<file path="src/rtl/regfile_pkg.sv">
// regfile_pkg
// Shared definitions for the register-file write arbiter: default widths,
// the arbiter FSM state type and the encoding of the last-served pointer.
package regfile_pkg;

  localparam int DATA_W_DEF   = 64;
  localparam int ADDR_W_DEF   = 5;
  localparam int NUM_REGS_DEF = 32;

  // The arbiter clears the register file first, then serves requests.
  typedef enum logic {
    INIT = 1'b0,
    RUN  = 1'b1
  } state_e;

  // Last-served pointer values (which requester took the last transfer).
  localparam logic LAST_A = 1'b0;
  localparam logic LAST_B = 1'b1;

endpackage

</file>
<file path="src/rtl/rr_arbiter2.sv">
// rr_arbiter2
// Two-way round-robin grant decision, purely combinational.
// Ports:
//   req[1:0] : request vector, bit 0 = requester A, bit 1 = requester B
//   last     : requester that took the last transfer (LAST_A / LAST_B)
//   gnt[1:0] : one-hot grant (or zero when nobody requests)
module rr_arbiter2
  import regfile_pkg::*;
(
  input  logic [1:0] req,
  input  logic       last,
  output logic [1:0] gnt
);

  // A lone requester always wins; on a tie the one not served last wins.
  always_comb begin
    gnt = req;
    if (req == 2'b11) begin
      gnt = (last == LAST_B) ? 2'b01 : 2'b10;
    end
  end

endmodule

</file>
<file path="src/rtl/regfile_write_arbiter.sv">
// regfile_write_arbiter
// Arbitrates the register-file write port between the ALU writeback (A) and
// the load unit (B). After reset it first sweeps zeros into every register,
// then grants one writer per cycle with round-robin tie breaking. The winning
// write is registered, so the register file sees it one cycle after transfer.
// Ports:
//   clk, rst_n                     : clock, asynchronous active-low reset
//   a_valid/a_ready/a_addr/a_data  : requester A handshake and payload
//   b_valid/b_ready/b_addr/b_data  : requester B handshake and payload
//   rf_wen/rf_waddr/rf_wdata       : registered register-file write port
//   init_done                      : zero sweep finished, requests served
module regfile_write_arbiter
  import regfile_pkg::*;
#(
  parameter int DATA_W   = DATA_W_DEF,
  parameter int ADDR_W   = ADDR_W_DEF,
  parameter int NUM_REGS = NUM_REGS_DEF
) (
  input  logic              clk,
  input  logic              rst_n,
  input  logic              a_valid,
  output logic              a_ready,
  input  logic [ADDR_W-1:0] a_addr,
  input  logic [DATA_W-1:0] a_data,
  input  logic              b_valid,
  output logic              b_ready,
  input  logic [ADDR_W-1:0] b_addr,
  input  logic [DATA_W-1:0] b_data,
  output logic              rf_wen,
  output logic [ADDR_W-1:0] rf_waddr,
  output logic [DATA_W-1:0] rf_wdata,
  output logic              init_done
);

  localparam logic [ADDR_W-1:0] LAST_IDX = ADDR_W'(NUM_REGS - 1);

  state_e              state_q, state_d;
  logic [ADDR_W-1:0]   cnt_q, cnt_d;
  logic                last_q, last_d;
  logic                rf_wen_q, rf_wen_d;
  logic [ADDR_W-1:0]   rf_waddr_q, rf_waddr_d;
  logic [DATA_W-1:0]   rf_wdata_q, rf_wdata_d;
  logic                init_done_q, init_done_d;
  logic [1:0]          gnt;
  logic [ADDR_W-1:0]   win_addr;
  logic [DATA_W-1:0]   win_data;

  rr_arbiter2 u_rr (
    .req  ({b_valid, a_valid}),
    .last (last_q),
    .gnt  (gnt)
  );

  // Grants are only exposed once the sweep is over.
  assign a_ready = (state_q == RUN) && gnt[0];
  assign b_ready = (state_q == RUN) && gnt[1];

  // Payload of whichever requester holds the grant.
  always_comb begin
    win_addr = a_addr;
    win_data = a_data;
    if (gnt[1]) begin
      win_addr = b_addr;
      win_data = b_data;
    end
  end

  always_comb begin
    state_d     = state_q;
    cnt_d       = cnt_q;
    last_d      = last_q;
    rf_wen_d    = 1'b0;
    rf_waddr_d  = rf_waddr_q;
    rf_wdata_d  = rf_wdata_q;
    init_done_d = init_done_q;

    case (state_q)
      INIT: begin
        rf_wen_d   = 1'b1;
        rf_waddr_d = cnt_q;
        rf_wdata_d = '0;
        // The write of the last index is also the edge that enters RUN.
        if (cnt_q == LAST_IDX) begin
          state_d     = RUN;
          init_done_d = 1'b1;
        end else begin
          cnt_d = cnt_q + 1'b1;
        end
      end
      RUN: begin
        if (a_ready || b_ready) begin
          // Register 0 is hard-wired zero: accept the write but drop it.
          rf_wen_d   = (win_addr != '0);
          rf_waddr_d = win_addr;
          rf_wdata_d = win_data;
          last_d     = b_ready ? LAST_B : LAST_A;
        end
      end
      default: state_d = INIT;
    endcase
  end

  // Last-served resets to B so that A wins the first tie.
  always_ff @(posedge clk or negedge rst_n) begin
    if (!rst_n) begin
      state_q     <= INIT;
      cnt_q       <= '0;
      last_q      <= LAST_B;
      rf_wen_q    <= 1'b0;
      rf_waddr_q  <= '0;
      rf_wdata_q  <= '0;
      init_done_q <= 1'b0;
    end else begin
      state_q     <= state_d;
      cnt_q       <= cnt_d;
      last_q      <= last_d;
      rf_wen_q    <= rf_wen_d;
      rf_waddr_q  <= rf_waddr_d;
      rf_wdata_q  <= rf_wdata_d;
      init_done_q <= init_done_d;
    end
  end

  assign rf_wen    = rf_wen_q;
  assign rf_waddr  = rf_waddr_q;
  assign rf_wdata  = rf_wdata_q;
  assign init_done = init_done_q;

endmodule

</file>
<file path="config.mk">
export PLATFORM = sky130hd
export DESIGN_NAME = regfile_write_arbiter
export DESIGN_NICKNAME = d
export VERILOG_FILES = /design/src/rtl/regfile_pkg.sv /design/src/rtl/rr_arbiter2.sv /design/src/rtl/regfile_write_arbiter.sv
export SDC_FILE = /design/constraint.sdc
export NUM_CORES = 1
export LEC_CHECK = 0
export BUFFER_PORTS_ARGS = -buffer_cell sky130_fd_sc_hd__buf_2
export CORE_UTILIZATION = 44
export DETAILED_ROUTE_END_ITERATION = 8
export PLACE_DENSITY_LB_ADDON = 0.25
export RECOVER_POWER = 100
export SYNTH_ARGS = -nofsm -noshare
export SYNTH_HDL_FRONTEND = slang
export SYNTH_SLANG_ARGS = --single-unit
</file>
<file path="constraint.sdc">
create_clock -name clk -period 2.27 [get_ports clk]
set_input_delay 0.227 -clock clk [delete_from_list [all_inputs] [get_ports clk]]
set_output_delay 0.227 -clock clk [all_outputs]
set_load 0.01 [all_outputs]
</file>
==> results.py <==
metrics = {
    "place": {
        "dp_hpwl_mm": 7.11,
        "port_buffers": 214,
        "gp_congestion": 0.762,
        "place_inst": 645,
        "pre_cts_ws_ns": 0.449,
    },
    "die": {
        "io_pins": 215,
        "coreArea_um2": 8260,
        "dieWidth_um": 94.8,
        "rows": 33,
        "die_area_um2": 8990,
        "die_h_um": 94.8,
        "initial_core_util_pct": 45.9,
    },
    "setup_path": {
        "r2r_cells": 4,
        "path_class": "register to output port",
        "crit_fanout": 32,
        "cp_data_arrival_time_ns": 1.79,
        "worstSetupStartpoint": "last_q$_DFFE_PN1P_",
        "path_cells": "a21bo_4 > buf_4 > nor2_1 > clkbuf_1",
        "max_stage_delay_ns": 0.61,
        "endpoint": "b_ready",
        "r2r-start": "last_q$_DFFE_PN1P_",
        "cp.required_ns": 2.04,
        "start_kind": "register",
        "rrSetupSlack_ns": 0.40,
        "r2r-end": "rf_wdata[14]$_DFFE_PN0P_",
        "slowest_stage": "dfstp_1",
        "end_kind": "output port",
    },
    "logic_synthesis": {
        "synth_async_sr_flop_share_pct": 100,
        "synth_cells": 351,
        "synth_top_area_share_pct": 50.9,
        "synth-seq-cells": 78,
        "synth_nets": 495,
        "ys_warn_count": 0,
        "synth.area.top_cells": "dfrtp_1 51%, mux2i_1 17%, nand3_1 8.6%",
        "ys_types": 33,
        "yosysTopAreaCell": "dfrtp_1",
        "netlist_area_um2": 3790,
        "seq_area_frac_synth_pct": 51.6,
        "syn_avg_cell_area_um2": 10.8,
        "synth_edf_count": 0,
        "synthFlopType": "dfrtp_1",
    },
    "detailed_routing": {
        "wl_met2_mm": 4.78,
        "wl_mm": 9.61,
        "met3WireLength_um": 706,
        "wl_per_cell_um": 14.5,
        "first_iter_violations": 110,
        "drtPass1Iterations": 4,
        "drc": 0,
        "vias": 3367,
        "wl_met1_mm": 4.01,
        "highest_layer": "met4",
        "viasPerCell": 5.09,
        "detail-route-antenna-nets": 0,
    },
    "finish": {
        "final_cell_count_no_fill": 661,
        "n_fill_cell": 775,
        "final_common_cell": "buf_2",
        "drive_above_1_share_pct": 30.4,
        "register_area_um2": 1950,
        "multi_input_area_um2": 1630,
        "layout_common_cells": "140 x buf_2, 77 x clkbuf_1, 76 x dfrtp_1, 67 x o21ai_0, 65 x nand3_1",
        "area_growth_syn_to_layout_pct": 29.9,
        "antenna_cells": 0,
        "num-nets-final": 696,
    },
    "cts": {
        "clk_latency_ns": 0.33,
        "path_clk_slew_ns": 0.07,
        "ctsResizeCount": 0,
        "clock-root-buffer": "clkbuf_8",
        "cts_tree": "done",
        "post_cts_buffers": 0,
        "holdBufCountCts": 1,
        "clock_path_buffers": 2,
        "cts-buffers-inserted": 9,
        "clock-sinks": 78,
        "htreeDepth": 3,
    },
    "global_route": {
        "grt_pass1_wl_mm": 14.2,
        "grt_usage_pct": 20.7,
        "gr-total-overflow": 0,
        "grt_antenna_before_repair": 0,
        "grt_pass1_vias": 3084,
        "grt_start_max_net_pins": 73,
    },
    "sta": {
        "worst_slew_pin_slew_ns": 0.963,
        "rsz0062_at_grt": "false",
        "setup_viol": 0,
        "period_share_pct": 88.8,
        "fin_setup_tns_ns": 0,
        "timing.final.max_slew_violations": 0,
        "finClkSkew_ns": 0.00957,
        "fin_ws_ns": 0.254,
        "maxSlewHeadroom_pct": 35.8,
        "max_freq_mhz": 496,
        "period_minus_slack_ns": 2.02,
        "report.final.hold_viol_count": 0,
    },
    "pwr": {
        "power_density_nw_per_um2": 637,
        "p_leak_nw": 2.40,
        "irDropWorstVdd_v": 0.000304,
    },
    "run_status": {
        "status": "completed",
    },
    "worst_hold_path": {
        "min_path_type": "input pin to register",
        "hold_path_depth": 3,
    },
    "run": {
        "max_cap_violations": 0,
    },
}
==> power by group <==
| part | internal (mW) | leakage (nW) | switching [mW] | total (mW) |
|---|---|---|---|---|
| combinational | 0.297 | 1.42 | 0.377 | 0.674 |
| clock | 0.390 | 0.0773 | 0.450 | 0.839 |
| sequential | 1.54 | 0.904 | 0.0822 | 1.62 |
==> worst max-delay path: cells and delay by family (launching register included) <==
family | cells | cell delay, ns
flops | 1 | 0.61
buf+inv | 2 | 0.61
compound gates | 1 | 0.15
simple gates | 1 | 0.09
==> sequential cells by signal, summed over array words and instances, names as in the netlist <==
name       count
state_q        1
rf_waddr       5
rf_wen         1
last_q         1
cnt_q          5
init_done      1
rf_wdata      64
==> kinds of logic (layout without fill, tap and decap cells) <==
group	count (synthesis)	in the layout	synth area share (%)
buffers and inverters	36	241	5.65
XOR/XNOR	3	3	0.694
multiplexers	70	70	18.7
flip-flops	78	78	51.6
adder cells (fa/ha/maj)	2	2	0.660
AO/OA/AOI/OAI	87	87	12.8
AND/OR/NAND/NOR	75	75	9.91
==> layer usage <==
metal	track usage [%]	vias to the layer above
met3	3.78	15
met4	7.70	0
met2	37.8	138
li1	-	1671
met5	0	-
met1	24.0	1543
==> cells in the mapped netlist (3+ instances only) <==
master and number:
o22ai_1 5, mux2i_1 64, o21ai_1 64, o2bb2ai_1 4, buf_6 9, nand2_1 3
o21ai_0 4, buf_2 3, inv_1 3, xnor2_1 3, dfrtp_1 77, mux2_2 6
nand3_1 65, clkbuf_1 17
==> worst min-delay path by stage <==
stage	start	slack, ns	endpoint
finish	b_data[32]	0.18	rf_wdata[32]$_DFFE_PN0P_
global route	b_data[18]	0.16	rf_wdata[18]$_DFFE_PN0P_
CTS	b_data[32]	0.14	rf_wdata[32]$_DFFE_PN0P_
detailed placement	rst_n	0.24	rf_wdata[39]$_DFFE_PN0P_
global placement	rst_n	0.24	rf_wdata[40]$_DFFE_PN0P_
floorplan	rst_n	-0.07	cnt_q[0]$_DFFE_PN0P_
==> area by class of cell <==
class | instances | area share (%)
Multi-Input combinational cell | 237 | 33.1
Sequential cell | 78 | 39.7
Timing Repair Buffer | 222 | 21.2
Inverter | 4 | 0.305
Clock inverter | 2 | 0.203
Tap cell | 105 | 2.67
Clock buffer | 13 | 2.82
==> per-stage QoR <==
stage          cell area, um2  utilization (%)  hold WS, ns  total power [mW]
2_1_floorplan            3790                -      -0.0686              2.04
3_3_place_gp             4890             59.2        0.238              2.37
3_5_place_dp             4890             59.2        0.242              2.40
4_1_cts                  5050             61.1        0.145              3.24
5_1_grt                  4920             59.6        0.156              3.32
6_report                 4920             59.6        0.180              3.13
(Power assumes the default switching activity.)
